[src/rtl/long_name_rr_arbiter_pkg.sv]
// Shared types and width helpers for the long-name round-robin arbiter.
`timescale 1us/1us
package long_name_rr_arbiter_pkg;

   typedef enum logic {
      IDLE  = 1'b0,
      GRANT = 1'b1
   } state_t;

   // Width of a counter that must hold values 0..max inclusive.
   function automatic int hold_w(input int max);
      return $clog2(max + 1);
   endfunction

   // Width of an index into a vector of n requesters.
   function automatic int idx_w(input int n);
      return $clog2(n);
   endfunction

endpackage

[src/rtl/long_name_rr_arbiter_rr_pick.sv]
// Combinational round-robin winner selection: rotate the request vector so the
// requester after last_owner sits at bit 0, take the lowest set bit, then map
// that offset back to an absolute requester index.
`timescale 1us/1us
module rr_pick
   import long_name_rr_arbiter_pkg::*;
#(
   parameter int N_REQ = 4
) (
   input  logic [N_REQ-1:0]        req,
   input  logic [idx_w(N_REQ)-1:0] last_owner,
   output logic [idx_w(N_REQ)-1:0] winner,
   output logic                    any_req
);

   localparam int IDX_W = idx_w(N_REQ);

   typedef logic [IDX_W-1:0] idx_t;

   // Index addition modulo N_REQ; one extra bit keeps the carry for
   // requester counts that are not a power of two.
   function automatic idx_t add_mod(input idx_t a, input idx_t b);
      logic [IDX_W:0] s;
      s = {1'b0, a} + {1'b0, b};
      if (s >= (IDX_W+1)'(N_REQ)) begin
         s = s - (IDX_W+1)'(N_REQ);
      end
      return s[IDX_W-1:0];
   endfunction

   idx_t             start;
   idx_t             offset;
   logic [N_REQ-1:0] rotated;
   logic             found;

   // Rotate, priority-encode from the lowest bit, unrotate.
   always_comb begin
      // NOTE: every variable written here gets a default first, so no path
      // leaves a value unassigned and no latch is inferred.
      start   = add_mod(last_owner, idx_t'(1));
      rotated = '0;
      offset  = '0;
      found   = 1'b0;
      for (int i = 0; i < N_REQ; i++) begin
         rotated[i] = req[add_mod(start, idx_t'(i))];
      end
      for (int i = 0; i < N_REQ; i++) begin
         if (!found && rotated[i]) begin
            found  = 1'b1;
            offset = idx_t'(i);
         end
      end
      winner  = add_mod(start, offset);
      any_req = |req;
   end

endmodule

[src/rtl/long_name_rr_arbiter.sv]
// Round-robin arbiter sharing one registered output bit among N_REQ requesters.
// An owner keeps the grant while it requests, up to MAX_HOLD cycles, and every
// release passes through at least one IDLE cycle with no grant.
`timescale 1us/1us
module long_name_rr_arbiter
   import long_name_rr_arbiter_pkg::*;
#(
   parameter int N_REQ    = 4,
   parameter int MAX_HOLD = 8
) (
   input  logic                          clk,
   input  logic                          rst_n,
   input  logic [N_REQ-1:0]              req,
   input  logic [N_REQ-1:0]              data,
   output logic [N_REQ-1:0]              grant,
   output logic                          o,
   output logic                          busy,
   output logic [hold_w(MAX_HOLD)-1:0]   hold_cnt
);

   localparam int IDX_W  = idx_w(N_REQ);
   localparam int HOLD_W = hold_w(MAX_HOLD);

   state_t             state_q;
   state_t             state_d;
   logic [N_REQ-1:0]   grant_d;
   logic [HOLD_W-1:0]  hold_d;
   logic               o_d;
   logic [IDX_W-1:0]   last_q;
   logic [IDX_W-1:0]   last_d;
   logic [IDX_W-1:0]   winner;
   logic               any_req;
   logic               release_now;

   rr_pick #(
      .N_REQ (N_REQ)
   ) u_rr_pick (
      .req        (req),
      .last_owner (last_q),
      .winner     (winner),
      .any_req    (any_req)
   );

   // While in GRANT, last_q names the current owner.
   assign release_now = !req[last_q] || (hold_cnt == HOLD_W'(MAX_HOLD));
   assign busy        = (state_q == GRANT);

   // Next-state, next-grant, hold counter and output-bit decode.
   always_comb begin
      state_d = state_q;
      grant_d = '0;
      hold_d  = '0;
      o_d     = 1'b0;
      last_d  = last_q;
      case (state_q)
         IDLE: begin
            if (any_req) begin
               state_d = GRANT;
               grant_d = N_REQ'(1) << winner;
               hold_d  = HOLD_W'(1);
               last_d  = winner;
            end
         end
         GRANT: begin
            o_d = data[last_q];
            if (release_now) begin
               state_d = IDLE;
            end else begin
               grant_d = grant;
               hold_d  = hold_cnt + HOLD_W'(1);
            end
         end
         default: begin
            state_d = IDLE;
         end
      endcase
   end

   // State and output registers with synchronous active-low reset.
   always_ff @(posedge clk) begin
      // NOTE: registers use non-blocking assignments so every flop samples
      // the pre-edge values, independent of statement order.
      if (!rst_n) begin
         state_q  <= IDLE;
         grant    <= '0;
         o        <= 1'b0;
         hold_cnt <= '0;
         last_q   <= IDX_W'(N_REQ - 1);
      end else begin
         state_q  <= state_d;
         grant    <= grant_d;
         o        <= o_d;
         hold_cnt <= hold_d;
         last_q   <= last_d;
      end
   end

endmodule

[config.mk]
export PLATFORM = sky130hd
export DESIGN_NAME = long_name_rr_arbiter
export DESIGN_NICKNAME = d
export VERILOG_FILES = /design/src/rtl/long_name_rr_arbiter_pkg.sv /design/src/rtl/long_name_rr_arbiter_rr_pick.sv /design/src/rtl/long_name_rr_arbiter.sv
export SDC_FILE = /design/constraint.sdc
export NUM_CORES = 1
export LEC_CHECK = 0
export BUFFER_PORTS_ARGS = -buffer_cell sky130_fd_sc_hd__buf_2
export CORE_MARGIN = 8
export CORE_UTILIZATION = 44
export DETAILED_ROUTE_END_ITERATION = 8
export PLACE_DENSITY = 0.74
export SLEW_MARGIN = 15
export SYNTH_ARGS = -nofsm -noshare
export SYNTH_HDL_FRONTEND = slang
export SYNTH_HIERARCHICAL = 1
export SYNTH_SLANG_ARGS = --single-unit
[constraint.sdc]
create_clock -name clk -period 2.05 [get_ports clk]
set_input_delay 0.3075 -clock clk [delete_from_list [all_inputs] [get_ports clk]]
set_output_delay 0.3075 -clock clk [all_outputs]
set_load 0.005 [all_outputs]
==> results_dict.tcl, run 1 <==
set metrics [dict create \
    reg2regPathDepth 10 \
    final-hold-violation-count 0 \
    drive_gt1_share_pct 40.0 \
    synth_cell_type_count 30 \
    n_fill_cell 117 \
    post-route-period-util_pct 94.1 \
    yosysSeqAreaShare_pct 34.6 \
    place_congestion 0.820 \
    combPwrFrac_pct 57.1 \
    r2r_start "last_q[1]" \
    yosysWarnings 6 \
    cts_max_level 1 \
    multi_input_area_um2 430 \
    holdPathStages 2 \
    power.internal_uw 720 \
    swShare_pct 37.5 \
    power_frac_seq_pct 30.6 \
    wl_per_cell_um 12.9 \
    rows 14 \
    whs_ps 281 \
    grt_max_degree 10 \
    dp_cells 112 \
    synth_top_area_share_pct 34.6 \
    synthesis.area_um2 694 \
    fin_crit_ps 1930 \
    start_util_pct 46.6 \
    final_common_cell "buf_2" \
    drc 0 \
    clock_sinks 12 \
    fin_cells 116 \
    final_util_pct 60.3 \
    status "complete, no violations" \
    die_y_um 55.7 \
    setup_slack_ps 121 \
    max_cap_viol_count 0 \
    crit_type "flip-flop to flip-flop" \
    ys_ff_latch 12 \
    seqCellArea_um2 244 \
    critPathRequiredTime_ps 2230 \
    cts_buffers 3 \
    routed_wl_mm 1.50 \
    min_path_type "input port to flip-flop" \
    hpwlAfterDp_mm 1.14 \
    setup_viol_count_final 0 \
    final_cell_mix "buf_2 (19), inv_1 (11), dfxtp_1 (11)" \
    fp.dieArea_um2 3110 \
    clock_latency_ps 270 \
    path_max_fanout 5 \
    core_um2 1490 \
    dpl_cell_area_um2 836 \
    finalPower_mw 1.15 \
    r2r_end "grant[2]" \
    synth_cells 73 \
    rrSetupSlack_ps 120 \
    antenna_left 0 \
    crit_path_end_kind "flip-flop" \
    yosysTopAreaCell "dfxtp_1" \
    yosys-top-cells-area "dfxtp_1 (35%), inv_1 (5.9%), ha_1 (5.4%)" \
    diodes 0 \
    num_vias 612 \
    power_leakage_nw 0.412 \
    clk_pin_slew_ps 70 \
    final_area_um2 898 \
    first_global_vias 573 \
    hold_end "last_q[1]" \
    areaGrowthSynthToFinish_pct 29.4 \
    pre_cts_ws_ps -58.3 \
    syn_nets 86 \
    grt_setup_unrepaired "no" \
    worst_slew_pin_slew_ps 401 \
    dr.first_iter.drc_count 8 \
    p_per_area_nw_per_um2 1280 \
    ios 20 \
    antenna_found_initial 0 \
    cts_tree "yes" \
    hp-start "rst_n" \
    cts_buffer_depth 2 \
    peakVddDrop_mv 0.830 \
    firstDrtPassIters 4 \
    setup_tns_ps 0 \
    cp.arrival_ps 2110 \
    maxSlewHeadroom_pct 73.2 \
    avgViaCountPerCell 5.28 \
    grtUsageTotal_pct 9.11 \
    p_sw_uw 431 \
    cp-start-kind "flip-flop" \
    grt_pass1_wl_mm 2.42 \
    cts_root_buf "clkbuf_4" \
    drv_slew 0 \
    p_clk_share_pct 12.2 \
    fmax_ghz 0.518 \
    synth.avg_cell_area_um2 9.51 \
    die_w_um 55.7 \
    finClkSkew_ps 3.18 \
    finalNetCount 115 \
    overflow 0 \
    port_buffers 19 \
]
worst max path at each step:
stage,end,start,cells past startpoint,slack [ps]
final,grant[2],last_q[1],10,120
after CTS,grant[0],last_q[1],10,30
after detailed placement,grant[0],req[0],11,-60
after floorplan,grant[2],last_q[1],11,30
after global placement,grant[0],req[0],11,10
after global routing,grant[2],last_q[1],10,40
cell type report:
cell class | count | area share [%]
sequential | 12 | 27.2
inverter | 11 | 4.60
timing repair buffer | 25 | 15.6
clock buffer | 3 | 2.51
multi-input combinational | 49 | 47.9
tap | 16 | 2.23
metal layers:
layer  wire length (um)  part of all wire [%]  up-vias  track usage (%)
met5                  0                     0        -                0
li1                   -                     -      317                -
met4                  0                     0        0             1.06
met3                 93                   6.2        0             5.02
met1                645                    43      283             9.73
met2                757                    51       12             15.7
state kept, by name, indices dropped and copies added, names as in the netlist:
name,count
grant,4
busy,1
o,1
last_q,2
hold_cnt,4
power groups by stage:
stage	sequential [mW]	combinational (mW)	clock (mW)
after detailed placement	0.353	0.557	0
after CTS	0.350	0.561	0.146
after global routing	0.364	0.720	0.159
final	0.352	0.658	0.141
after floorplan	0.373	0.355	0
after global placement	0.352	0.547	0
worst max-delay path, cell delays in order, from the launching register on:
cell and delay [ps]:
dfxtp_4 370, nand2_1 60, a21oi_2 110, o2bb2ai_1 80
o22a_1 190, ha_2 180, xnor2_2 130, xnor2_1 140
xnor2_1 230, inv_1 100, o32ai_2 240
Yosys cell counts:
cell / instances
o2111ai_4: 1
o22a_1: 1
a21oi_1: 2
a211oi_1: 1
o21ai_1: 1
and3_1: 1
a221oi_1: 1
nand2_1: 7
xor2_1: 1
dfxtp_1: 12
o31ai_2: 1
nor3b_2: 1
nor2b_1: 3
or4_1: 1
xnor2_1: 4
mux4_1: 1
buf_6: 1
and3b_2: 1
nor3_1: 1
o2bb2ai_1: 1
o211ai_2: 1
nand3_1: 2
o21ai_0: 2
o32ai_1: 2
inv_1: 11
mux2i_1: 2
mux4_2: 1
ha_1: 3
o22ai_1: 2
nor2_1: 4
kinds of logic after synthesis:
| family | synth area share (%) |
|---|---|
| xor gates and xnor gates | 6.31 |
| DFF | 34.6 |
| adders and majority gates | 5.41 |
| AOI/OAI and AO/OA | 20.2 |
| buffers and inverters | 7.57 |
| muxes | 9.91 |
| and+or+nand+nor | 16.0 |
what timing repair did:
action | CTS | global route
hold buffers | 0 | 0
buffers inserted | 0 | 1
gates resized for setup | 1 | 6
endpoints found under the setup margin | 1 | 3
pin swaps | 0 | 3
Note: power is estimated with default switching activity, not from simulation.
==> run 2: changes to the inputs <==
--- a/config.mk
+++ b/config.mk
@@ -8,8 +8,10 @@
 export BUFFER_PORTS_ARGS = -buffer_cell sky130_fd_sc_hd__buf_2
 export CORE_MARGIN = 8
 export CORE_UTILIZATION = 44
+export CTS_CLUSTER_DIAMETER = 100
 export DETAILED_ROUTE_END_ITERATION = 8
 export PLACE_DENSITY = 0.74
+export RECOVER_POWER = 25
 export SLEW_MARGIN = 15
 export SYNTH_ARGS = -nofsm -noshare
 export SYNTH_HDL_FRONTEND = slang
==> results_dict.tcl, run 2 (synthesis gave the netlist of run 1 again) <==
set metrics [dict create \
    cts_buffer_depth 2 \
    drc 0 \
    final_area_um2 892 \
    hpwlAfterDp_mm 1.14 \
    start_util_pct 46.6 \
    first_global_vias 573 \
    max_cap_viol_count 0 \
    setup_viol_count_final 0 \
    num_vias 613 \
    reg_top3 "grant (4), hold_cnt (4), last_q (2)" \
    wl_per_cell_um 13.0 \
    min_path_type "input port to flip-flop" \
    path_max_fanout 5 \
    place_congestion 0.820 \
    critPathRequiredTime_ps 2230 \
    core_um2 1490 \
    final_util_pct 59.9 \
    maxSlewHeadroom_pct 73.4 \
    antenna_left 0 \
    port_buffers 19 \
    dpl_cell_area_um2 836 \
    drv_slew 0 \
    diodes 0 \
    cp.arrival_ps 2110 \
    grt_pass1_wl_mm 2.42 \
    final-hold-violation-count 0 \
    cp-start-kind "flip-flop" \
    firstDrtPassIters 4 \
    grt_max_degree 10 \
    post-route-period-util_pct 94.0 \
    grt_setup_unrepaired "no" \
    die_w_um 55.7 \
    overflow 0 \
    fp.dieArea_um2 3110 \
    final_cell_mix "buf_2 (14), inv_1 (11), dfxtp_1 (11)" \
    clock_latency_ps 270 \
    final_common_cell "buf_2" \
    finalNetCount 115 \
    clk_pin_slew_ps 70 \
    dr.first_iter.drc_count 10 \
    routed_wl_mm 1.51 \
    power_leakage_nw 0.391 \
    grtUsageTotal_pct 9.11 \
    cts_buffers 3 \
    avgViaCountPerCell 5.28 \
    cts_root_buf "clkbuf_4" \
    fmax_ghz 0.519 \
    cts_max_level 1 \
    antenna_found_initial 0 \
    fin_crit_ps 1930 \
    crit_path_end_kind "flip-flop" \
    cts_tree "yes" \
    die_y_um 55.7 \
    status "complete, no violations" \
    areaGrowthSynthToFinish_pct 28.5 \
    rows 14 \
    p_per_area_nw_per_um2 1280 \
    ios 20 \
    clock_sinks 12 \
    peakVddDrop_mv 0.829 \
    finClkSkew_ps 3.92 \
    worst_slew_pin_slew_ps 398 \
    drive_gt1_share_pct 35.0 \
    hold_buffers 0 \
    crit_type "flip-flop to flip-flop" \
]
==> run 2: repair_timing <==
action,in CTS,in global routing
setup buffers,0,1
setup endpoints to repair,1,3
pin swaps,0,3
resized for setup,1,6
==> run 2: final cells by class <==
| class | instances | area, um^2 |
|---|---|---|
| Inverter | 11 | 41.3 |
| Timing Repair Buffer | 25 | 134 |
| Multi-Input combinational cell | 49 | 430 |
| Clock buffer | 3 | 22.5 |
| Fill cell | 118 | 597 |
| Sequential cell | 12 | 244 |
| Tap cell | 16 | 20.0 |
==> run 2: critical path, stage by stage (launching register included) <==
cell and delay (ps):
dfxtp_4 370, nand2_1 60, a21oi_2 110, o2bb2ai_1 80, o22a_1 190, ha_2 180
xnor2_2 130, xnor2_1 140, xnor2_1 230, inv_1 100, o32ai_2 240
==> run 2: per-layer routing <==
layer / up-vias / share of wire (%) / track usage, %
met1: 284 / 44 / 9.73
met4: 0 / 0 / 1.06
met3: 0 / 6.2 / 5.02
li1: 317 / - / -
met5: - / 0 / 0
met2: 12 / 50 / 15.7
==> run 2: worst paths after layout <==
kind	start	to	slack (ps)	cells past startpoint
setup / recovery	last_q[1]	grant[2]	120	10
hold / removal	rst_n	last_q[1]	280	2
setup reg to reg	last_q[1]	grant[2]	120	10
hold reg to reg	grant[2]	grant[2]	470	2
==> run 2: through the flow <==
stage / setup WS [ps] / TNS [ps] / power, mW / hold WS, ps / instances
final: 123 / 0 / 1.15 / 279 / 116
after global routing: 40.5 / 0 / 1.23 / 275 / 116
after CTS: 30.8 / 0 / 1.06 / 265 / 115
after detailed placement: -58.3 / -85.0 / 0.910 / 444 / 112
after global placement: 13.1 / 0 / 0.898 / 446 / 112
after floorplan: 30.0 / 0 / 0.728 / 369 / 73
==> run 2: power breakdown <==
| group | switching (mW) | leakage, nW | internal (mW) |
|---|---|---|---|
| Combinational | 0.311 | 0.279 | 0.336 |
| Clock | 0.0770 | 0.0138 | 0.0679 |
| Sequential | 0.0470 | 0.0986 | 0.306 |
==> run 3: changes to the inputs <==
--- a/config.mk
+++ b/config.mk
@@ -7,10 +7,11 @@
 export LEC_CHECK = 0
 export BUFFER_PORTS_ARGS = -buffer_cell sky130_fd_sc_hd__buf_2
 export CORE_MARGIN = 8
-export CORE_UTILIZATION = 44
+export CORE_UTILIZATION = 49
 export CTS_CLUSTER_DIAMETER = 100
 export DETAILED_ROUTE_END_ITERATION = 8
-export PLACE_DENSITY = 0.74
+export HOLD_SLACK_MARGIN = 0.15
+export PLACE_DENSITY = 0.78
 export RECOVER_POWER = 25
 export SLEW_MARGIN = 15
 export SYNTH_ARGS = -nofsm -noshare
==> constraint.sdc (replaced) <==
create_clock -name clk -period 2.2 [get_ports clk]
set_input_delay 0.33 -clock clk [delete_from_list [all_inputs] [get_ports clk]]
set_output_delay 0.33 -clock clk [all_outputs]
set_load 0.005 [all_outputs]
==> results_dict.tcl, run 3 (synthesis gave the netlist of run 1 again) <==
set metrics [dict create \
    status "complete, no violations" \
    cts_tree "yes" \
    port_buffers 19 \
    fp.dieArea_um2 2880 \
    setup_tns_ps 0 \
    areaGrowthSynthToFinish_pct 23.6 \
    clock_sinks 12 \
    firstDrtPassIters 4 \
    routed_wl_mm 1.38 \
    cp.arrival_ps 2180 \
    die_w_um 53.6 \
    maxSlewHeadroom_pct 76.4 \
    fin_crit_ps 2010 \
    reg_top3 "grant (4), hold_cnt (4), last_q (2)" \
    critical_path.cell_chain "nand2_1, a21oi_1, o2bb2ai_1, o22a_1, ha_1, xnor2_1, xnor2_1, xnor2_1, inv_1, o32ai_1" \
    drive_gt1_share_pct 29.3 \
    setup_viol_count_final 0 \
    num_vias 621 \
    wl_per_cell_um 12.1 \
    post-route-period-util_pct 91.2 \
    hold_buffers 0 \
    core_um2 1320 \
    dr.first_iter.drc_count 8 \
    die_y_um 53.6 \
    avgViaCountPerCell 5.45 \
    crit_path_end_kind "flip-flop" \
    cp-start-kind "flip-flop" \
    rows 13 \
    finalPower_uw 995 \
    cts_resized 0 \
    hpwlAfterDp_mm 1.09 \
    diodes 0 \
    cts_max_level 1 \
    antenna_found_initial 0 \
    drc 0 \
    cpMaxStageDelayCell "dfxtp_2" \
    start_util_pct 52.7 \
    pre_cts_ws_ps 63.5 \
    finClkSkew_ps 8.79 \
    place_congestion 0.817 \
    critPathRequiredTime_ps 2370 \
    max_cap_viol_count 0 \
    grt_max_degree 10 \
    final_util_pct 65.1 \
    path_max_fanout 7 \
    grt_setup_unrepaired "no" \
    cts_buffers 3 \
    crit_top_cell "xnor2_1" \
    final-hold-violation-count 0 \
    final_cell_mix "buf_2 (14), inv_1 (11), dfxtp_1 (11)" \
    clock_latency_ps 270 \
    critPathTopFamily "compound AO/OA/AOI/OAI gates" \
    grtUsageTotal_pct 9.66 \
    ios 20 \
    finalNetCount 113 \
    slowest_delay_ps 390 \
    drv_slew 0 \
    post_cts_buffers 0 \
    fmax_ghz 0.498 \
    min_path_type "input port to flip-flop" \
    crit_type "flip-flop to flip-flop" \
    p_per_area_nw_per_um2 1160 \
    peakVddDrop_mv 0.763 \
    whs_ps 299 \
    grt_pass1_wl_mm 2.15 \
    antenna_left 0 \
    setup_slack_ps 193 \
    cts_buffer_depth 2 \
    clk_pin_slew_ps 60 \
    cts_root_buf "clkbuf_4" \
    overflow 0 \
    cp_num_buf_inv 1 \
    worst_slew_pin_slew_ps 353 \
    first_global_vias 538 \
    final_common_cell "buf_2" \
    power_leakage_nw 0.381 \
]
[run 3: cell types whose count changed in the layout (fill, tap and decap cells not counted), sizes merged]
cell,before,now
buf,20,19
[run 3: where the power goes]
group | internal, mW | switching (mW) | leakage (nW) | total, mW
combinational | 0.255 | 0.237 | 0.262 | 0.492
sequential | 0.283 | 0.0501 | 0.0982 | 0.333
clock | 0.101 | 0.0686 | 0.0210 | 0.169
[run 3: area by class of cell]
type | count | area [um^2]
Multi-Input combinational cell | 49 | 402
Clock buffer | 4 | 36.3
Timing Repair Buffer | 23 | 119
Sequential cell | 12 | 241
Inverter | 11 | 41.3
Tap cell | 15 | 18.8
Fill cell | 117 | 459
[run 3: stage by stage]
stage                     std cells  cell area [um^2]
final                           114               858
after global routing            114               858
after CTS                       114               863
after detailed placement        110               827
after global placement          110               827
after floorplan                  73               694
[run 3: per-layer routing]
metal / up-vias / track usage (%) / wire [um]
met3: 2 / 5.23 / 115
met4: 0 / 1.26 / 8
met1: 288 / 11.5 / 595
met2: 15 / 15.4 / 664
met5: - / 0 / 0
li1: 316 / - / -
[run 3: final timing paths]
kind / cells after the start / endpoint / start / slack, ps
worst max-delay path: 10 / grant[2] / last_q[1] / 190
worst min-delay path: 2 / last_q[1] / rst_n / 300
worst min register to register: 2 / grant[0] / grant[0] / 460
worst max register to register: 10 / grant[2] / last_q[1] / 190
